## config.mk

```make
export PLATFORM = sky130hd
export DESIGN_NAME = eth_tx_framer_flat
export DESIGN_NICKNAME = d
export VERILOG_FILES = /design/src/rtl/eth_tx_framer_if.sv /design/src/rtl/eth_tx_framer.sv /design/src/flat_wrapper.sv
export SDC_FILE = /design/constraint.sdc
export NUM_CORES = 1
export LEC_CHECK = 0
export ABC_AREA = 1
export CORE_ASPECT_RATIO = 0.7
export CORE_MARGIN = 5
export CORE_UTILIZATION = 62
export CTS_CLUSTER_SIZE = 25
export DETAILED_ROUTE_END_ITERATION = 12
export GPL_TIMING_DRIVEN = 0
export PLACE_DENSITY = 0.82
export SLEW_MARGIN = 0
export SYNTH_ARGS = -nofsm -noshare
export SYNTH_HDL_FRONTEND = slang
export SYNTH_SLANG_ARGS = --single-unit
```

## constraint.sdc

```tcl
create_clock -name i_clk125 -period 3.5 [get_ports i_clk125]
set_clock_uncertainty 0.1 [all_clocks]
set_input_delay 0.7 -clock i_clk125 [delete_from_list [all_inputs] [get_ports i_clk125]]
set_output_delay 0.7 -clock i_clk125 [all_outputs]
set_load 0.01 [all_outputs]
```

## src/rtl/eth_tx_framer_if.sv

```systemverilog
// Upstream byte stream carried from the frame builder to the framer.
// Signals: i_dval/i_data/i_sop/i_eop/i_err from source, o_rdy back from framer.
interface eth_tx_framer_if;
    logic       i_dval;
    logic [7:0] i_data;
    logic       i_sop;
    logic       i_eop;
    logic       i_err;
    logic       o_rdy;

    modport master (
        output i_dval, i_data, i_sop, i_eop, i_err,
        input  o_rdy
    );

    modport slave (
        input  i_dval, i_data, i_sop, i_eop, i_err,
        output o_rdy
    );
endinterface

```

## src/rtl/eth_tx_framer.sv

```systemverilog
// GMII transmit framer: preamble/SFD, min-size padding, CRC-32 FCS, IPG.
// Ports: i_clk125, i_rst, up (stream slave), o_txd/o_tx_en/o_tx_er, o_busy, o_underrun.
module eth_tx_framer #(
    parameter int MIN_FRAME    = 60,
    parameter int PREAMBLE_LEN = 7,
    parameter int IPG_LEN      = 12
) (
    input  logic             i_clk125,
    input  logic             i_rst,
    eth_tx_framer_if.slave   up,
    output logic [7:0]       o_txd,
    output logic             o_tx_en,
    output logic             o_tx_er,
    output logic             o_busy,
    output logic             o_underrun
);

    typedef enum logic [2:0] {
        IDLE, PRE, SFD, DATA, PAD, FCS, DROP, IPG
    } state_t;

    state_t      state, state_d;
    logic [7:0]  tmr, tmr_d;
    logic [10:0] cnt, cnt_d;
    logic [31:0] crc, crc_d;
    logic        err_q, err_d;
    logic [7:0]  txd_d;
    logic        en_d, er_d, und_d;
    logic        rdy;
    logic [31:0] crc_base;
    logic [10:0] cnt_base;
    logic [31:0] crc_sh;

    // Reflected CRC-32 (0xEDB88320), one byte LSB first.
    function automatic logic [31:0] crc_byte(
        input logic [31:0] c_in,
        input logic [7:0]  d
    );
        logic [31:0] c;
        c = c_in ^ {24'h0, d};
        for (int i = 0; i < 8; i++) begin
            c = c[0] ? ((c >> 1) ^ 32'hEDB88320) : (c >> 1);
        end
        return c;
    endfunction

    // SFD cycle accepts the first byte, so it starts from a fresh CRC/count.
    assign crc_base = (state == SFD) ? 32'hFFFF_FFFF : crc;
    assign cnt_base = (state == SFD) ? 11'd0 : cnt;
    assign crc_sh   = crc >> {tmr[1:0], 3'b000};

    assign up.o_rdy = rdy && !i_rst;
    assign o_busy   = (state != IDLE);

    // Next-state logic also computes the values the output registers
    // load at the edge, so the wire lags the decision by one cycle.
    always_comb begin
        state_d = state;
        tmr_d   = tmr;
        cnt_d   = cnt;
        crc_d   = crc;
        err_d   = err_q;
        txd_d   = 8'h00;
        en_d    = 1'b0;
        er_d    = 1'b0;
        und_d   = 1'b0;
        rdy     = 1'b0;
        unique case (state)
            IDLE: begin
                rdy = up.i_dval && !up.i_sop;
                if (up.i_dval && up.i_sop) begin
                    state_d = PRE;
                    tmr_d   = 8'd1;
                    txd_d   = 8'h55;
                    en_d    = 1'b1;
                end
            end
            PRE: begin
                en_d = 1'b1;
                if (tmr >= 8'(PREAMBLE_LEN)) begin
                    state_d = SFD;
                    txd_d   = 8'hD5;
                end else begin
                    tmr_d = tmr + 8'd1;
                    txd_d = 8'h55;
                end
            end
            SFD, DATA: begin
                rdy  = 1'b1;
                en_d = 1'b1;
                if (up.i_dval) begin
                    txd_d   = up.i_data;
                    crc_d   = crc_byte(crc_base, up.i_data);
                    cnt_d   = (cnt_base == 11'h7FF) ? cnt_base
                                                    : cnt_base + 11'd1;
                    state_d = DATA;
                    if (up.i_eop) begin
                        err_d   = up.i_err;
                        tmr_d   = 8'd0;
                        state_d = (int'(cnt_d) < MIN_FRAME) ? PAD : FCS;
                    end
                end else begin
                    er_d    = 1'b1;
                    und_d   = 1'b1;
                    state_d = DROP;
                end
            end
            PAD: begin
                en_d  = 1'b1;
                crc_d = crc_byte(crc, 8'h00);
                cnt_d = cnt + 11'd1;
                if (int'(cnt_d) >= MIN_FRAME) begin
                    state_d = FCS;
                    tmr_d   = 8'd0;
                end
            end
            FCS: begin
                en_d  = 1'b1;
                // A latched error cancels the inversion: raw CRC goes out.
                txd_d = ~crc_sh[7:0] ^ {8{err_q}};
                tmr_d = tmr + 8'd1;
                if (tmr[1:0] == 2'd3) begin
                    state_d = IPG;
                    tmr_d   = 8'd0;
                end
            end
            DROP: begin
                rdy = 1'b1;
                if (up.i_dval && up.i_eop) begin
                    state_d = IPG;
                    tmr_d   = 8'd0;
                end
            end
            IPG: begin
                if (tmr >= 8'(IPG_LEN - 1)) begin
                    state_d = IDLE;
                    tmr_d   = 8'd0;
                end else begin
                    tmr_d = tmr + 8'd1;
                end
            end
            default: state_d = IDLE;
        endcase
    end

    always_ff @(posedge i_clk125 or posedge i_rst) begin
        if (i_rst) begin
            state      <= IDLE;
            tmr        <= 8'd0;
            cnt        <= 11'd0;
            crc        <= 32'hFFFF_FFFF;
            err_q      <= 1'b0;
            o_txd      <= 8'h00;
            o_tx_en    <= 1'b0;
            o_tx_er    <= 1'b0;
            o_underrun <= 1'b0;
        end else begin
            state      <= state_d;
            tmr        <= tmr_d;
            cnt        <= cnt_d;
            crc        <= crc_d;
            err_q      <= err_d;
            o_txd      <= txd_d;
            o_tx_en    <= en_d;
            o_tx_er    <= er_d;
            o_underrun <= und_d;
        end
    end

endmodule
```

## src/flat_wrapper.sv

```systemverilog
// flat-port wrapper written by rule: the top's interface ports become plain ports
module eth_tx_framer_flat 
#(
    parameter int MIN_FRAME    = 60,
    parameter int PREAMBLE_LEN = 7,
    parameter int IPG_LEN      = 12
)
  (i_clk125, i_rst, o_txd, o_tx_en, o_tx_er, o_busy, o_underrun, up_i_dval, up_i_data, up_i_sop, up_i_eop, up_i_err, up_o_rdy);
  eth_tx_framer_if up_i ();
  input  logic i_clk125;
  input  logic i_rst;
  output logic [7:0] o_txd;
  output logic o_tx_en;
  output logic o_tx_er;
  output logic o_busy;
  output logic o_underrun;
  input wire logic [$bits(up_i.i_dval)-1:0] up_i_dval;
  input wire logic [$bits(up_i.i_data)-1:0] up_i_data;
  input wire logic [$bits(up_i.i_sop)-1:0] up_i_sop;
  input wire logic [$bits(up_i.i_eop)-1:0] up_i_eop;
  input wire logic [$bits(up_i.i_err)-1:0] up_i_err;
  output wire logic [$bits(up_i.o_rdy)-1:0] up_o_rdy;
  assign up_i.i_dval = up_i_dval;
  assign up_i.i_data = up_i_data;
  assign up_i.i_sop = up_i_sop;
  assign up_i.i_eop = up_i_eop;
  assign up_i.i_err = up_i_err;
  assign up_o_rdy = up_i.o_rdy;
  eth_tx_framer #(.MIN_FRAME(MIN_FRAME), .PREAMBLE_LEN(PREAMBLE_LEN), .IPG_LEN(IPG_LEN)) u_core (.i_clk125(i_clk125), .i_rst(i_rst), .up(up_i), .o_txd(o_txd), .o_tx_en(o_tx_en), .o_tx_er(o_tx_er), .o_busy(o_busy), .o_underrun(o_underrun));
endmodule
```

Word level (Yosys, flattened, before mapping)
Cells that the tools add are included.
- add/sub/neg operators: 3
- $mul: 0
- divide/modulo/power cells: 0
- magnitude comparators: 4
- eq/ne operators: 18
- shift-type cells: 1
- multiplexer cells: 51
- bitwise logic cells: 19
- reduce and logical (&&, ||, !) cells: 16
- operators with widths (operator ; number):
    two-way mux 32 bit ; 18
    inverter 13 -> 14 bit ; 16
    two-way mux 8 bit ; 10
    case mux 32 bit (2 select lines) ; 1
    case mux 8 bit (7 select lines) ; 1
    two-way mux 11 bit ; 3
    case mux 8 bit (4 select lines) ; 1
    >> shifter 32 x 5 -> 8 bit ; 1
    XOR 32 x 8 -> 32 bit ; 1
    two-way mux 3 bit ; 8
    adder 11 x 1 -> 11 bit, second input constant ; 2
    case mux 11 bit (2 select lines) ; 1
    case mux 3 bit (7 select lines) ; 1
    == test 3 bit, second input constant ; 4
    inequality test 2 x 1 -> 1 bit, second input constant ; 6
    AND reduction 6 bit ; 2
    == test 11 bit, second input constant ; 1
    greater-or-equal comparator 11 x 6 -> 1 bit, second input constant ; 1
    < comparator 11 x 6 -> 1 bit, second input constant ; 1
    adder 8 x 1 -> 8 bit, second input constant ; 1
    greater-or-equal comparator 8 x 3 -> 1 bit, second input constant ; 1
    greater-or-equal comparator 8 x 4 -> 1 bit, second input constant ; 1
    inverter 8 bit ; 1
    XOR 8 bit ; 1
    17 further kinds ; 28
- register bits after elaboration: 65
- latch bits: 0
- bits in writable memories: 0
- memory bits (read-only): 0
- bits of input ports: 14
- output and inout port bits: 13
- word-level logic and storage cells: 120
- memories: 0

Depth between registers and ports, before layout
- depth after elaboration: 21
- gate-level depth with buffers: 18
- mapped depth without buffers: 16

Least setup slack after synthesis
OpenSTA, ideal clock, no wires.
- path type: register to register
- start: reg u_core.state[2]
- end: reg u_core.cnt[0]
- arrival: 2.226 ns
- data required time: 3.274 ns
- setup slack: 1.048 ns
- stages on the path, launching flop included: 17
- path buffers: 2
- period minus slack after synthesis: 2.452 ns
- cells stage by stage: dfrtp_1 > nor2_1 > nand2_2 > buf_4 > inv_2 > buf_2 > nor2_1 > ha_1 > inv_1 > nor3_4 > nand2_1 > nor3_2 > inv_1 > o21ai_0 > nand2_1 > nand2_1 > o21ai_0
- word-level cells in the longest chain between the ends: 6
- elaborated cells on any way between the ends: 13
- ends and longest elaborated chain (what ; line ; RTL):
    start: declaration ; eth_tx_framer.sv:22 ; state_t state, state_d;
    start signal: assignment ; eth_tx_framer.sv:158 ; state <= state_d;
    == test 3 x 2 -> 1 bit ; eth_tx_framer.sv:49, eth_tx_framer.sv:68 ;
    two-way mux 11 bit ; eth_tx_framer.sv:49 ; assign cnt_base = (state == SFD) ? 11'd0 : cnt;
    adder 11 x 1 -> 11 bit / == test 11 bit (equally long branches) ; eth_tx_framer.sv:95, eth_tx_framer.sv:94 ;
    two-way mux 11 bit ; eth_tx_framer.sv:94 ; cnt_d = (cnt_base == 11'h7FF) ? cnt_base
    two-way mux 11 bit ; eth_tx_framer.sv:91 ; if (up.i_dval) begin
    case mux 11 bit (2 select lines) ; eth_tx_framer.sv:68 ; unique case (state)
    end signal: assignment ; eth_tx_framer.sv:160 ; cnt <= cnt_d;
    end: declaration ; eth_tx_framer.sv:24 ; logic [10:0] cnt, cnt_d;
Parallel ways exist; a longest one is shown, timed or not. The select of a mux whose other input is x is not followed.
A chain may end at the register's enable or synchronous reset.

Worst setup path after layout
Ends and elaborated chain as after synthesis.

==> results list <==
- The run finished with clean final reports.
* Remaining antenna violation count: 0
- Die extent in y: 91.3 um
* Pin count of the biggest net entering global routing: 66
- Crit path capture type: register
- Pre-CTS setup slack: 0.265 ns
- Starting utilization of the core area: 0.640
- The share of synthesized area in the top cell type comes to 0.144.
* Hold buffers post-CTS: 0
- Worst slew margin relative to its limit: 0.432
* Hold/Removal Path Class: register to register
- The H-tree generated during clock tree synthesis spans 3 levels.
* Post-layout net count: 923
* Synth Net Count: 887
- The repair_antennas step left the layout with diodes totalling 0.
* Transition time of the tightest slew-check pin: 0.852 ns
- Period utilisation layout: 0.976
- Leaving out fill and tap cells, the most frequent cell in the layout is sky130_fd_sc_hd__nand2_1.
* Final Hold Fails: 0
* Number of CTS-inserted buffers: 9
* Post CTS Setup Buffer Count: 0
- During placement, the flow inserted port buffers numbering 25.
* Drt drc: 0
- Clock Root Buffer: sky130_fd_sc_hd__clkbuf_16
* GR Util All Layers: 0.346
- Once the clock tree was built, the resizer swapped 0 gates to a different size.
* Clock buffer depth: 2
- The first global-routing pass estimated about 31000 um of wire.
- Final count of negative-setup-slack endpoints: 0
- Number of top-level design ports: 27
* Launching point of the worst reg2reg path: u_core.state[2]$_DFFE_PP0P_
* Total Wirelength: 20200 um
* Total of warnings raised by yosys: 0
* Relative area change from synthesis to final layout: 11.9%
- Insertion delay of the later-clocked pin in the worst-skew pair: 0.34 ns
- Across all layers, the routed design uses 6368 vias.
* Final worst path period need: 3.41 ns
- Of the cells placed in the final design, the portion with a size suffix greater than 1 is 0.112.
- At the end of routability-driven placement, the weighted congestion stood at a little over 1.
* Dominant cell type by area after synthesis: sky130_fd_sc_hd__dfstp_2
* Commonest cells after routing, fill and taps aside: 211 x sky130_fd_sc_hd__nand2_1, 95 x sky130_fd_sc_hd__inv_1, 86 x sky130_fd_sc_hd__nor2_1, 68 x sky130_fd_sc_hd__nand3_1, 68 x sky130_fd_sc_hd__xor2_1
* Crit Path Class: register to register
- Aggregate negative setup slack: 0 ns
- Avg Vias per Cell: 6.16
- In this run the cell area of the synthesized design comes to just under 0.006 sq mm.
* Top fanout value on the critical path: 10
- FF+latch count, synth: 65
* Die extent in x: approximately 130 um
- Depth of the worst register-to-register path: 16
- CTS clock-pin slew for the worst setup and hold paths: 0.05 ns
* Overall overflow remaining after global route: 0
- Setup repair after global routing left no endpoint under its margin.
- Router iterations before antenna repair: 6
- CTS tree: built
- Critical path required time: 3.60 ns
- Number of global-route vias before repair: 5672
- Post-detailed-placement half-perimeter wirelength: 14700 um
- The synthesized netlist contains 48 unique library cells.
- Yosys attributes the largest share of cell area to sky130_fd_sc_hd__dfstp_2 14%, sky130_fd_sc_hd__dfrtp_1 14%, sky130_fd_sc_hd__nand2_1 14%.
* Count of placed standard cells in the final layout, fillers left out: 1034
* Number of antenna violations at the first check in global routing: 0
- After filler insertion, the fill cell instance count of the layout stands at 768.
- DRC violation total after the first TritonRoute iteration: 1120
* Depth of the worst hold-timing path: 2
* Row count: 29
- Total count of max-transition violations in the final report: 0
* Slack of the worst reg-to-reg path: 0.09 ns
* Destination of the worst hold path: u_core.crc[25]$_DFFE_PP1P_
* Crit path launch type: register
* Die outline area: 0.0115 sq mm
- The share of the Yosys chip area taken by registers is 0.285.
- In this run, placement finished with an instance count of between 1k and 1.5k.
- Data on the critical path arrives at its endpoint at 3.52 ns.
- In the final routed layout, each cell accounts on average for just under 20 um.
- The tool flagged a number of max-cap violations equal to 0.
- Synthesis produced 869 cells.
- In this run the mean area of a mapped cell was 6.73 sq um.
* Number of clock sinks seen by CTS: 65
- For this run, the share of the core covered by cells in the final layout is 0.716.
* Core Area: 0.00914 sq mm
* Launch point of the worst hold path: u_core.crc[25]$_DFFE_PP1P_
- Derived from the worst setup path, the maximum achievable clock frequency is about 290 MHz.
- Setup slack closes at approximately 0.085 ns.
- The endpoint identified for the worst register-to-register timing path is u_core.cnt[0]$_DFFE_PP0P_.
## Yosys cell counts (all sizes together)
cell,count
o32ai,3
nand3,68
ha,4
xnor2,28
nand4,6
dfstp,32
a2bb2oi,1
o21bai,2
o211ai,6
nor4,1
buf,22
clkbuf,16
nand2,220
a21boi,1
a21oi,51
a21o,1
a22oi,1
nor2,89
nor3,6
inv,102
dfrtp,33
o221ai,9
o22ai,5
a221o,1
or2,10
a31oi,9
o21ai,64
o31ai,1
xor2,73
a211o,1
nand3b,2
a211oi,1
## worst max-delay path by stage
stage | slack (ns) | depth (start not counted) | endpoint | from
final | 0.09 | 16 | u_core.cnt[0]$_DFFE_PP0P_ | u_core.state[2]$_DFFE_PP0P_
after global placement | -0.16 | 2 | u_core.cnt[0]$_DFFE_PP0P_ | i_rst
after detailed placement | 0.26 | 16 | u_core.cnt[0]$_DFFE_PP0P_ | u_core.state[2]$_DFFE_PP0P_
after CTS | 0.26 | 16 | u_core.cnt[0]$_DFFE_PP0P_ | u_core.state[2]$_DFFE_PP0P_
after global routing | 0.01 | 16 | u_core.cnt[0]$_DFFE_PP0P_ | u_core.state[2]$_DFFE_PP0P_
after floorplan | 1.05 | 16 | u_core.cnt[0]$_DFFE_PP0P_ | u_core.state[2]$_DFFE_PP0P_
## layer usage
metal	vias up	wire length (um)	GRT usage
met5	-	0	0
met4	0	707	0.131
met3	70	3240	0.128
met2	489	8110	0.480
met1	2937	8140	0.490
li1	2872	-	-
## logic make-up (layout without fill, tap and decap cells)
group | count (synthesis) | after routing | synth area share
XOR/XNOR | 101 | 101 | 0.163
flip-flops | 65 | 65 | 0.285
AO/OA/AOI/OAI | 157 | 157 | 0.153
buffers and inverters | 140 | 181 | 0.0975
AND/OR/NAND/NOR | 402 | 402 | 0.294
adder cells (fa/ha/maj) | 4 | 4 | 0.00855
## layout make-up
class,count,area (sq um),share of cell area
buffer,38,188,0.0287
timing repair buffer,25,250,0.0382
inverter,102,385,0.0589
clock buffer,10,229,0.0350
multi-input combinational,664,3610,0.552
clock inverter,6,58.8,0.00898
tap,124,155,0.0237
sequential,65,1670,0.255
## registers in the layout, summed over array words and instances (netlist names)
signal / cells
u_core.crc: 32
u_core.cnt: 11
u_core.o_txd: 8
u_core.tmr: 8
u_core.state: 3
u_core.err_q: 1
u_core.o_tx_en: 1
u_core.o_tx_er: 1
## metrics by stage
| step | hold slack (ns) | cell area [sq um] |
|---|---|---|
| 5_1_grt | 0.418 | 6550 |
| 3_5_place_dp | 0.397 | 6260 |
| 4_1_cts | 0.405 | 6550 |
| 6_report | 0.414 | 6550 |
| 3_3_place_gp | 0.393 | 6260 |
| 2_1_floorplan | 0.361 | 5850 |
## critical path, stage by stage (launching register included)
cell and delay (ns):
sky130_fd_sc_hd__dfrtp_1 0.46, sky130_fd_sc_hd__nor2_1 0.09, sky130_fd_sc_hd__nand2_2 0.13, sky130_fd_sc_hd__buf_4 0.24, sky130_fd_sc_hd__inv_2 0.10, sky130_fd_sc_hd__buf_2 0.23, sky130_fd_sc_hd__nor2_1 0.25, sky130_fd_sc_hd__ha_1 0.19
sky130_fd_sc_hd__inv_1 0.07, sky130_fd_sc_hd__nor3_4 0.32, sky130_fd_sc_hd__nand2_1 0.19, sky130_fd_sc_hd__nor3_2 0.33, sky130_fd_sc_hd__inv_1 0.14, sky130_fd_sc_hd__o21ai_0 0.22, sky130_fd_sc_hd__nand2_1 0.08, sky130_fd_sc_hd__nand2_1 0.05
sky130_fd_sc_hd__o21ai_0 0.09
Power is left out: the tool's default activity adds up to more than one toggle a clock period on the data nets, which glitch-free logic cannot reach.
